File: src/rtl/pos_ring_tx_node_pkg.sv
// Shared types for the position-ring transmit node: widths, ring packet, node state.
package pos_ring_tx_node_pkg;

  localparam int GLOBAL_CELL_ID_WIDTH = 4;
  localparam int GCID_WIDTH           = 3 * GLOBAL_CELL_ID_WIDTH;
  localparam int RING_HOP_WIDTH       = 4;
  localparam int POS_DATA_WIDTH       = 96;

  typedef struct packed {
    logic [POS_DATA_WIDTH-1:0] data;
    logic [GCID_WIDTH-1:0]     gcid;
    logic [RING_HOP_WIDTH-1:0] hops;
  } pos_ring_pkt_t;

  typedef enum logic [1:0] {
    IDLE  = 2'd0,
    RUN   = 2'd1,
    DRAIN = 2'd2,
    DONE  = 2'd3
  } ring_tx_state_t;

endpackage

File: src/rtl/pos_ring_tx_node_fifo.sv
// Local injection buffer: synchronous FIFO with full/empty flags; reset flushes the pointers.
module pos_ring_tx_fifo #(
  parameter int WIDTH = 97,
  parameter int DEPTH = 16
) (
  input  logic             clk,
  input  logic             rst_n,
  input  logic             push,
  input  logic [WIDTH-1:0] push_data,
  input  logic             pop,
  output logic [WIDTH-1:0] pop_data,
  output logic             full,
  output logic             empty
);

  localparam int AW = $clog2(DEPTH);

  logic [WIDTH-1:0] mem [DEPTH];
  logic [AW:0]      wr_ptr;
  logic [AW:0]      rd_ptr;
  logic             do_push;
  logic             do_pop;

  assign empty    = (wr_ptr == rd_ptr);
  assign full     = (wr_ptr[AW] != rd_ptr[AW]) && (wr_ptr[AW-1:0] == rd_ptr[AW-1:0]);
  assign do_pop   = pop && !empty;
  // a push into a full FIFO only lands when a pop frees the slot in the same cycle
  assign do_push  = push && (!full || do_pop);
  assign pop_data = mem[rd_ptr[AW-1:0]];

  always_ff @(posedge clk or negedge rst_n) begin
    if (!rst_n) begin
      wr_ptr <= '0;
      rd_ptr <= '0;
    end else begin
      if (do_push) wr_ptr <= wr_ptr + 1'b1;
      if (do_pop)  rd_ptr <= rd_ptr + 1'b1;
    end
  end

  always_ff @(posedge clk) begin
    if (do_push) mem[wr_ptr[AW-1:0]] <= push_data;
  end

endmodule

File: src/rtl/pos_ring_tx_node.sv
// Position-ring transmit/forward node: injects local positions, forwards upstream traffic,
// retires own packets after a lap. Optional starvation guard: POS_RING_TX_STARVE_GUARD_EN.
//
// state | meaning
// IDLE  | nothing sent since reset
// RUN   | local positions arriving, last not yet seen
// DRAIN | last seen; waiting for FIFO, output reg and outstanding count to empty
// DONE  | all own packets retired, o_done=1, forwarding continues
module pos_ring_tx_node
  import pos_ring_tx_node_pkg::*;
#(
  parameter logic [GCID_WIDTH-1:0] HOME_GCID    = '0,
  parameter int                    RING_LEN     = 4,
  parameter int                    DATA_WIDTH   = 96,
  parameter int                    FIFO_DEPTH   = 16,
  parameter int                    STARVE_LIMIT = 8
) (
  input  logic                      clk,
  input  logic                      rst_n,
  input  logic                      i_local_valid,
  input  logic [DATA_WIDTH-1:0]     i_local_data,
  input  logic                      i_local_last,
  output logic                      o_local_ready,
  input  logic                      i_ring_valid,
  input  logic [DATA_WIDTH-1:0]     i_ring_data,
  input  logic [GCID_WIDTH-1:0]     i_ring_gcid,
  input  logic [RING_HOP_WIDTH-1:0] i_ring_hops,
  output logic                      o_ring_ready,
  output logic                      o_ring_valid,
  output logic [DATA_WIDTH-1:0]     o_ring_data,
  output logic [GCID_WIDTH-1:0]     o_ring_gcid,
  output logic [RING_HOP_WIDTH-1:0] o_ring_hops,
  input  logic                      i_ring_out_ready,
  output logic                      o_done
);

  localparam int                        OUT_W    = $clog2(RING_LEN * FIFO_DEPTH) + 1;
  localparam logic [OUT_W-1:0]          OUT_MAX  = '1;
  localparam logic [RING_HOP_WIDTH-1:0] HOP_LAST = RING_HOP_WIDTH'(RING_LEN - 1);

  ring_tx_state_t    state_q;
  ring_tx_state_t    state_d;
  logic [OUT_W-1:0]  outstanding;
  logic              fifo_full;
  logic              fifo_empty;
  logic [DATA_WIDTH:0] fifo_rd;
  logic              fifo_last_unused;
  logic              out_own;
  logic              local_xfer;
  logic              can_load;
  logic              is_retire;
  logic              fwd_req;
  logic              force_inj;
  logic              do_fwd;
  logic              do_inj;
  logic              drain_ok;

  assign o_local_ready    = !fifo_full;
  assign local_xfer       = i_local_valid && !fifo_full;
  assign fifo_last_unused = fifo_rd[DATA_WIDTH];

  pos_ring_tx_fifo #(
    .WIDTH (DATA_WIDTH + 1),
    .DEPTH (FIFO_DEPTH)
  ) u_fifo (
    .clk       (clk),
    .rst_n     (rst_n),
    .push      (local_xfer),
    .push_data ({i_local_last, i_local_data}),
    .pop       (do_inj),
    .pop_data  (fifo_rd),
    .full      (fifo_full),
    .empty     (fifo_empty)
  );

  assign can_load  = !o_ring_valid || i_ring_out_ready;
  assign is_retire = i_ring_valid && (i_ring_hops == HOP_LAST);
  assign fwd_req   = i_ring_valid && !is_retire;

`ifdef POS_RING_TX_STARVE_GUARD_EN
  localparam int SW = $clog2(STARVE_LIMIT + 1);
  logic [SW-1:0] starve_cnt;

  assign force_inj = (starve_cnt == SW'(STARVE_LIMIT)) && !fifo_empty;

  // counts consecutive forward wins over a waiting local packet; stalls hold the count
  always_ff @(posedge clk or negedge rst_n) begin
    if (!rst_n)                       starve_cnt <= '0;
    else if (fifo_empty || do_inj)    starve_cnt <= '0;
    else if (do_fwd)                  starve_cnt <= starve_cnt + 1'b1;
  end
`else
  localparam int STARVE_LIMIT_UNUSED = STARVE_LIMIT;
  assign force_inj = 1'b0;
`endif

  assign do_fwd       = fwd_req && can_load && !force_inj;
  assign do_inj       = can_load && !fifo_empty && !do_fwd;
  assign o_ring_ready = is_retire || do_fwd;

  always_ff @(posedge clk or negedge rst_n) begin
    if (!rst_n) begin
      o_ring_valid <= 1'b0;
      o_ring_data  <= '0;
      o_ring_gcid  <= '0;
      o_ring_hops  <= '0;
      out_own      <= 1'b0;
    end else if (do_fwd) begin
      o_ring_valid <= 1'b1;
      o_ring_data  <= i_ring_data;
      o_ring_gcid  <= i_ring_gcid;
      o_ring_hops  <= i_ring_hops + 1'b1;
      out_own      <= 1'b0;
    end else if (do_inj) begin
      o_ring_valid <= 1'b1;
      o_ring_data  <= fifo_rd[DATA_WIDTH-1:0];
      o_ring_gcid  <= HOME_GCID;
      o_ring_hops  <= '0;
      out_own      <= 1'b1;
    end else if (can_load) begin
      o_ring_valid <= 1'b0;
      out_own      <= 1'b0;
    end
  end

  // retires of packets injected before a reset are untracked, so the count floors at zero
  always_ff @(posedge clk or negedge rst_n) begin
    if (!rst_n) begin
      outstanding <= '0;
    end else begin
      case ({do_inj, is_retire})
        2'b10:   outstanding <= outstanding + 1'b1;
        2'b01:   if (outstanding != '0) outstanding <= outstanding - 1'b1;
        default: outstanding <= outstanding;
      endcase
    end
  end

  a_outstanding_no_overflow: assert property (@(posedge clk) disable iff (!rst_n)
    !(do_inj && !is_retire && (outstanding == OUT_MAX)));

  assign drain_ok = fifo_empty && !(o_ring_valid && out_own) && (outstanding == '0);

  always_ff @(posedge clk or negedge rst_n) begin
    if (!rst_n) state_q <= IDLE;
    else        state_q <= state_d;
  end

  always_comb begin
    state_d = state_q;
    case (state_q)
      IDLE, DONE: if (local_xfer) state_d = i_local_last ? DRAIN : RUN;
      RUN:        if (local_xfer && i_local_last) state_d = DRAIN;
      DRAIN:      if (drain_ok) state_d = DONE;
      default:    state_d = IDLE;
    endcase
  end

  assign o_done = (state_q == DONE);

endmodule
File: config.mk
export PLATFORM = sky130hd
export DESIGN_NAME = pos_ring_tx_node
export DESIGN_NICKNAME = d
export VERILOG_FILES = /design/src/rtl/pos_ring_tx_node_pkg.sv /design/src/rtl/pos_ring_tx_node_fifo.sv /design/src/rtl/pos_ring_tx_node.sv
export SDC_FILE = /design/constraint.sdc
export NUM_CORES = 2
export LEC_CHECK = 0
export CORE_AREA = 2 2 532 534
export CTS_BUF_LIST = sky130_fd_sc_hd__clkbuf_16
export DETAILED_ROUTE_END_ITERATION = 16
export DIE_AREA = 0 0 534 536
export HOLD_SLACK_MARGIN = 0.12
export PLACE_DENSITY = 0.44
export SLEW_MARGIN = 20
export SYNTH_ARGS = -nofsm -noshare
export SYNTH_HDL_FRONTEND = slang
export SYNTH_HIERARCHICAL = 1
export SYNTH_SLANG_ARGS = --single-unit
File: constraint.sdc
create_clock -name clk -period 9.7 [get_ports clk]
set_input_delay 2.425 -clock clk [delete_from_list [all_inputs] [get_ports clk]]
set_output_delay 2.425 -clock clk [all_outputs]
set_load 0.02 [all_outputs]
Yosys cells after proc, flatten, opt, wreduce, memory -nomap -nowiden
Memories as Yosys holds them, arrays and structs flattened.
Index checks and enable logic that the tools add are counted.
{"block": "totals", "ff_bits": 133, "in_bits": 214, "wordCells": 78, "mem_bits_rw": 1552, "memories": 1}
{"name": "u_fifo.mem", "words": 16, "width": 97, "read_ports": 1, "rd_ports_with_merged_regs": 0, "write_ports": 1, "line_no": "pos_ring_tx_node_fifo.sv:18", "rtl": "logic [WIDTH-1:0] mem [DEPTH];"}
{"block": "op_classes", "n_eq_ne": 13, "mux": 19, "n_reduce_logical": 31, "addsub": 5}
{"cell": "two-way mux 96 bit", "count": 2}
{"cell": "two-way mux 12 bit", "count": 2}
{"cell": "case mux 7 bit (2 select lines)", "count": 1}
{"cell": "logical AND 1 bit", "count": 13}
{"cell": "adder 5 x 1 -> 5 bit (second input constant)", "count": 2}
{"cell": "two-way mux 2 bit", "count": 4}
{"cell": "two-way mux 4 bit", "count": 2}
{"cell": "inequality test 2 bit (second input constant)", "count": 4}
{"cell": "adder 7 x 1 -> 7 bit (second input constant)", "count": 1}
{"cell": "zero test 7 bit", "count": 1}
{"cell": "two-way mux 7 bit", "count": 1}
{"cell": "nonzero test 7 bit", "count": 1}
{"cell": "subtractor 7 x 1 -> 7 bit (second input constant)", "count": 1}
{"cell": "equality test 2 bit (second input constant)", "count": 3}
{"cell": "zero test 1 bit", "count": 6}
{"cell": "two-way mux 1 bit", "count": 6}
{"cell": "case mux 2 bit (3 select lines)", "count": 1}
{"cell": "equality test 5 bit", "count": 1}
{"cell": "adder 4 x 1 -> 4 bit (second input constant)", "count": 1}
{"cell": "equality test 2 x 1 -> 1 bit (second input constant)", "count": 2}
{"cell": "equality test 4 x 2 -> 1 bit (second input constant)", "count": 1}
{"cell": "equality test 4 bit", "count": 1}
{"cell": "nonzero test 2 bit", "count": 2}
{"cell": "logical OR 1 bit", "count": 3}
{"cell": "6 further kinds", "count": 6}

Logic depth before layout (Yosys ltp)
{"block": "logic_depth", "ltp_word": 12, "mapped_depth": 13}

By module
The synthesis kept the hierarchy.
{"mod": "pos_ring_tx_fifo", "area_per_inst_um2": 58516.1, "n_inst": 1, "cells_per_inst": 2438, "seq_area_each_um2": 46854.9}
{"mod": "pos_ring_tx_node", "area_per_inst_um2": 5666.7, "n_inst": 1, "cells_per_inst": 669, "seq_area_each_um2": 3078.0}

Worst setup path after synthesis
OpenSTA, ideal clock, no wires.
{"block": "synth_timing", "path_type": "in2reg", "start": "input i_ring_hops[0]", "end": "memory u_fifo.mem[11][0], enable pin", "arrival_time_ps": 10541, "stages": 6, "setup_time_ps": 692, "path_slack_ps": -1532, "path_cell_list": "ha_1 -> nor3b_2 -> nor2_1 -> nor2_1 -> o311ai_2 -> nor3b_1"}
{"block": "synth_via", "elab_chain_len": 12}
{"element": "from (decl)", "line_no": "pos_ring_tx_node.sv:27", "rtl": "input logic [RING_HOP_WIDTH-1:0] i_ring_hops,"}
{"element": "equality test 4 x 2 -> 1 bit", "line_no": "pos_ring_tx_node.sv:77", "rtl": "assign is_retire = i_ring_valid && (i_ring_hops == HOP_LAST);"}
{"element": "logical AND 1 bit", "line_no": "pos_ring_tx_node.sv:77"}
{"element": "zero test 1 bit", "line_no": "pos_ring_tx_node.sv:78", "rtl": "assign fwd_req = i_ring_valid && !is_retire;"}
{"element": "logical AND 1 bit", "line_no": "pos_ring_tx_node.sv:78"}
{"element": "logical AND 1 bit", "line_no": "pos_ring_tx_node.sv:97", "rtl": "assign do_fwd = fwd_req && can_load && !force_inj;"}
{"element": "zero test 1 bit", "line_no": "pos_ring_tx_node.sv:98", "rtl": "assign do_inj = can_load && !fifo_empty && !do_fwd;"}
{"element": "logical AND 1 bit", "line_no": "pos_ring_tx_node.sv:98"}
{"element": "net do_inj", "line_no": "pos_ring_tx_node.sv:55", "rtl": "logic do_inj;"}
{"element": "logical AND 1 bit", "line_no": "pos_ring_tx_node_fifo.sv:26", "rtl": "assign do_pop = pop && !empty;"}
{"element": "logical OR 1 bit", "line_no": "pos_ring_tx_node_fifo.sv:28", "rtl": "assign do_push = push && (!full || do_pop);"}
{"element": "logical AND 1 bit", "line_no": "pos_ring_tx_node_fifo.sv:28"}
{"element": "two-way mux 1 bit", "line_no": "pos_ring_tx_node_fifo.sv:42", "rtl": "if (do_push) mem[wr_ptr[AW-1:0]] <= push_data;"}
{"element": "two-way mux 1 bit (implied by the code)", "line_no": "pos_ring_tx_node_fifo.sv:42"}
{"element": "to (decl)", "line_no": "pos_ring_tx_node_fifo.sv:18"}
The timed path passes the listed nets, and every way through them passes these cells.

Worst setup path after layout
{"block": "layout_timing", "start": "input i_ring_hops[0]", "end": "output o_ring_ready"}
{"block": "layout_via", "elab_chain_len": 6}
{"element": "equality test 4 x 2 -> 1 bit *", "line_no": "pos_ring_tx_node.sv:77"}
{"element": "logical AND 1 bit *", "line_no": "pos_ring_tx_node.sv:77"}
{"element": "zero test 1 bit", "line_no": "pos_ring_tx_node.sv:78"}
{"element": "logical AND 1 bit", "line_no": "pos_ring_tx_node.sv:78"}
{"element": "logical AND 1 bit", "line_no": "pos_ring_tx_node.sv:97"}
{"element": "logical OR 1 bit *", "line_no": "pos_ring_tx_node.sv:99", "rtl": "assign o_ring_ready = is_retire || do_fwd;"}
{"element": "to (decl)", "line_no": "pos_ring_tx_node.sv:28", "rtl": "output logic o_ring_ready,"}
Every way passes the cells marked *; elsewhere a longest branch is shown, timed or not.

==> impl_metrics.env <==
export IMPL_run_status="completed"
export IMPL_layout_nets=3697
export IMPL_insertion_delay_to_the_later_sink_of_the_worst_skew_pair_ns=0.84
export IMPL_hold_path_class="register to register"
export IMPL_worst_path_max_delay_cell="sky130_fd_sc_hd__clkdlybuf4s50_1"
export IMPL_endpoint="o_ring_ready"
export IMPL_route_detailed_drc=0
export IMPL_worst_slew_pin_transition_ns=1.141
export IMPL_synth_area_sq_um=63590
export IMPL_fp_dieArea_sq_um=286200
export IMPL_cts_htree_levels=4
export IMPL_fin_tns_setup_ns=0
export IMPL_placed_area_sq_um=71420
export IMPL_critical_path_cell_chain="clkdlybuf4s50_1 -> ha_1 -> nor3b_2 -> nand2_1 -> nand2_1 -> clkdlybuf4s50_1"
export IMPL_r2r_worst_path_depth=9
export IMPL_fraction_of_the_core_area_covered_by_cells_at_the_end_of_the_flow_pct=27.59
export IMPL_fin_worst_skew_ns=0.04621
export IMPL_startpoint_type="input port"
export IMPL_via_per_instance_ratio=4.243
export IMPL_placeableCoreArea_sq_um=280800
export IMPL_powerDensity_nw_per_um2=293.4
export IMPL_cp_arrival_ns=4.27
export IMPL_root_cell_of_the_clock_tree="sky130_fd_sc_hd__clkbuf_16"
export IMPL_gp_routability_congestion=0.7025
export IMPL_critPathLaunch="i_ring_hops[0]"
export IMPL_max_stage_delay_ns=0.60
export IMPL_wire_length_of_the_first_global_routing_pass_microns=246900
export IMPL_synth_instances=3084
export IMPL_io_pins=330
export IMPL_start_util_pct=22.65
export IMPL_r2r_path_end="u_fifo/mem[6][60]"
export IMPL_slew_headroom_pct=23.93
export IMPL_x_dimension_of_the_die_microns=534
export IMPL_post_cts_repair_resize_count=0
export IMPL_timing_setup_critical_path_class="input port to output pin"
export IMPL_grt_start_max_net_pins=126
export IMPL_post_layout_cell_count=7374
export IMPL_ctsHoldBuffers=0
export IMPL_endpoints_failing_hold=0
export IMPL_syn_area_cell_sq_um=20.62
export IMPL_final_number_of_max_transition_violations=0
export IMPL_worstPathMaxFanout=4
export IMPL_final_layout_size_suffix_gt1_share_pct=20.12
export IMPL_routed_wire_length_per_instance_microns=23.34
export IMPL_final_min_period_over_clock_period_pct=69.02
export IMPL_grt_antenna_before_repair=50
export IMPL_pwr_share_seq_pct=40.6
export IMPL_max_cap_violations=0
export IMPL_fin_crit_ns=6.695
export IMPL_worst_reg2reg_setup_slack_ns=4.00
export IMPL_total_switching_power_mw=7.269
export IMPL_cts_buffers_inserted=191
export IMPL_n_fill_cell=27810
export IMPL_worstPathRequired_ns=7.28
export IMPL_postSynthNetCount=3308
export IMPL_grt_setup_unrepaired="false"
export IMPL_cts_path_max_buffers=4
export IMPL_hold_path_cell_count=1
export IMPL_drt_iter0_markers=2134
export IMPL_yosys_warnings=6
export IMPL_internal_power_mw=15.46
export IMPL_final_antenna_net_count=0
export IMPL_synthToLayoutAreaGrowth_pct=21.83
export IMPL_p_leak_nw=24.60
export IMPL_number_of_global_route_vias_before_repair=33190
export IMPL_die_height_microns=536
export IMPL_totalWireLength_microns=172100
export IMPL_power_switching_fraction_pct=31.98
export IMPL_report_power_total_mw=22.73
export IMPL_gr_total_overflow=0
export IMPL_num_vias=31290
export IMPL_io_port_bufs=329
export IMPL_tritoncts_num_sinks=1669
export IMPL_clock_tree_from_tritoncts="yes"
export IMPL_dp_cells=7023
export IMPL_setup_violations_final=0
export IMPL_clk_pin_slew_worst_paths_ns=0.05
export IMPL_regToRegStartpoint="u_fifo/rd_ptr[1]"
export IMPL_post_route_cell_area_sq_um=77470
export IMPL_ir_drop_uv=197.1
export IMPL_hpwl_microns=94470
export IMPL_gr_usage_total_pct=11.82
export IMPL_clkPwrFrac_pct=30.4
export IMPL_timing_fmax_ghz=0.1494
export IMPL_cts_setup_buffers=0
export IMPL_number_of_standard_cell_rows_in_the_floorplan=195
export IMPL_share_comb_of_total_power_pct=29.0
export IMPL_critical_path_endpoint_type="output pin"
export IMPL_drt_pass1_iterations=5
==> worst min-delay path by stage <==
stage | start | end | slack (ns)
floorplan | out_own | out_own | 0.45
global placement | out_own | out_own | 0.46
detailed placement | out_own | out_own | 0.47
CTS | out_own | out_own | 0.48
global route | u_fifo/wr_ptr[4] | u_fifo/wr_ptr[4] | 0.50
finish | out_own | out_own | 0.48
==> power groups by stage <==
| stage | sequential [mW] | clock (mW) | combinational, mW |
|---|---|---|---|
| 6_report | 9.22 | 6.92 | 6.59 |
| 4_1_cts | 9.24 | 7.18 | 6.85 |
| 3_3_place_gp | 9.36 | 0 | 6.83 |
| 3_5_place_dp | 9.38 | 0 | 6.84 |
| 2_1_floorplan | 9.49 | 0 | 3.99 |
| 5_1_grt | 9.33 | 7.43 | 7.17 |
==> state kept, by name (all words and copies together) (netlist names) <==
signal and cells:
o_ring_data 96, o_ring_gcid 12, o_ring_hops 4, o_ring_valid 1
out_own 1, outstanding 7, state_q 2, u_fifo/mem 1536
u_fifo/rd_ptr 5, u_fifo/wr_ptr 5
==> cell type report <==
type	instances	area [sq um]	share of cell area [%]
flip-flops and latches	1669	49460	63.84
multi-input cells	1220	13350	17.24
clock buffers	191	4780	6.169
well taps	3743	4683	6.045
repair buffers	382	3895	5.027
clock inverters	152	1250	1.613
inverters	9	33.78	0.04360
diodes	8	20.02	0.02584
==> placed cells by master, fill, tap and decap left out, drive strengths merged, types with 11 or more instances in the layout <==
cell type	instances
edfxtp	1536
mux4	384
clkdlybuf4s50	328
nand2	323
a22oi	192
clkbuf	192
dfrtp	133
nor2	105
a31oi	97
clkinv	93
buf	53
inv	52
nand3	20
xnor2	19
and3	14
bufinv	13
o21ai	11
==> metal layers <==
metal	track usage (%)	share of wire, %	up-vias
met4	3.267	2.4	40
met2	19.02	47	796
met5	0	0.13	-
li1	-	-	13450
met3	2.150	5.4	293
met1	16.32	45	16710
==> per-stage QoR <==
step | hold slack, ns | worst slack [ns]
global placement | 0.4627 | 2.664
floorplan | 0.4501 | 1.420
detailed placement | 0.4704 | 2.703
CTS | 0.4831 | 2.994
finish | 0.4820 | 3.005
global route | 0.5023 | 2.921
==> critical path, delay by kind of cell <==
kind | cells | cell delay, ns
adder cells (fa/ha/maj) | 1 | 0.19
AND/OR/NAND/NOR | 3 | 0.54
buffers and inverters | 2 | 1.12
Note: power is estimated with default switching activity, not from simulation.
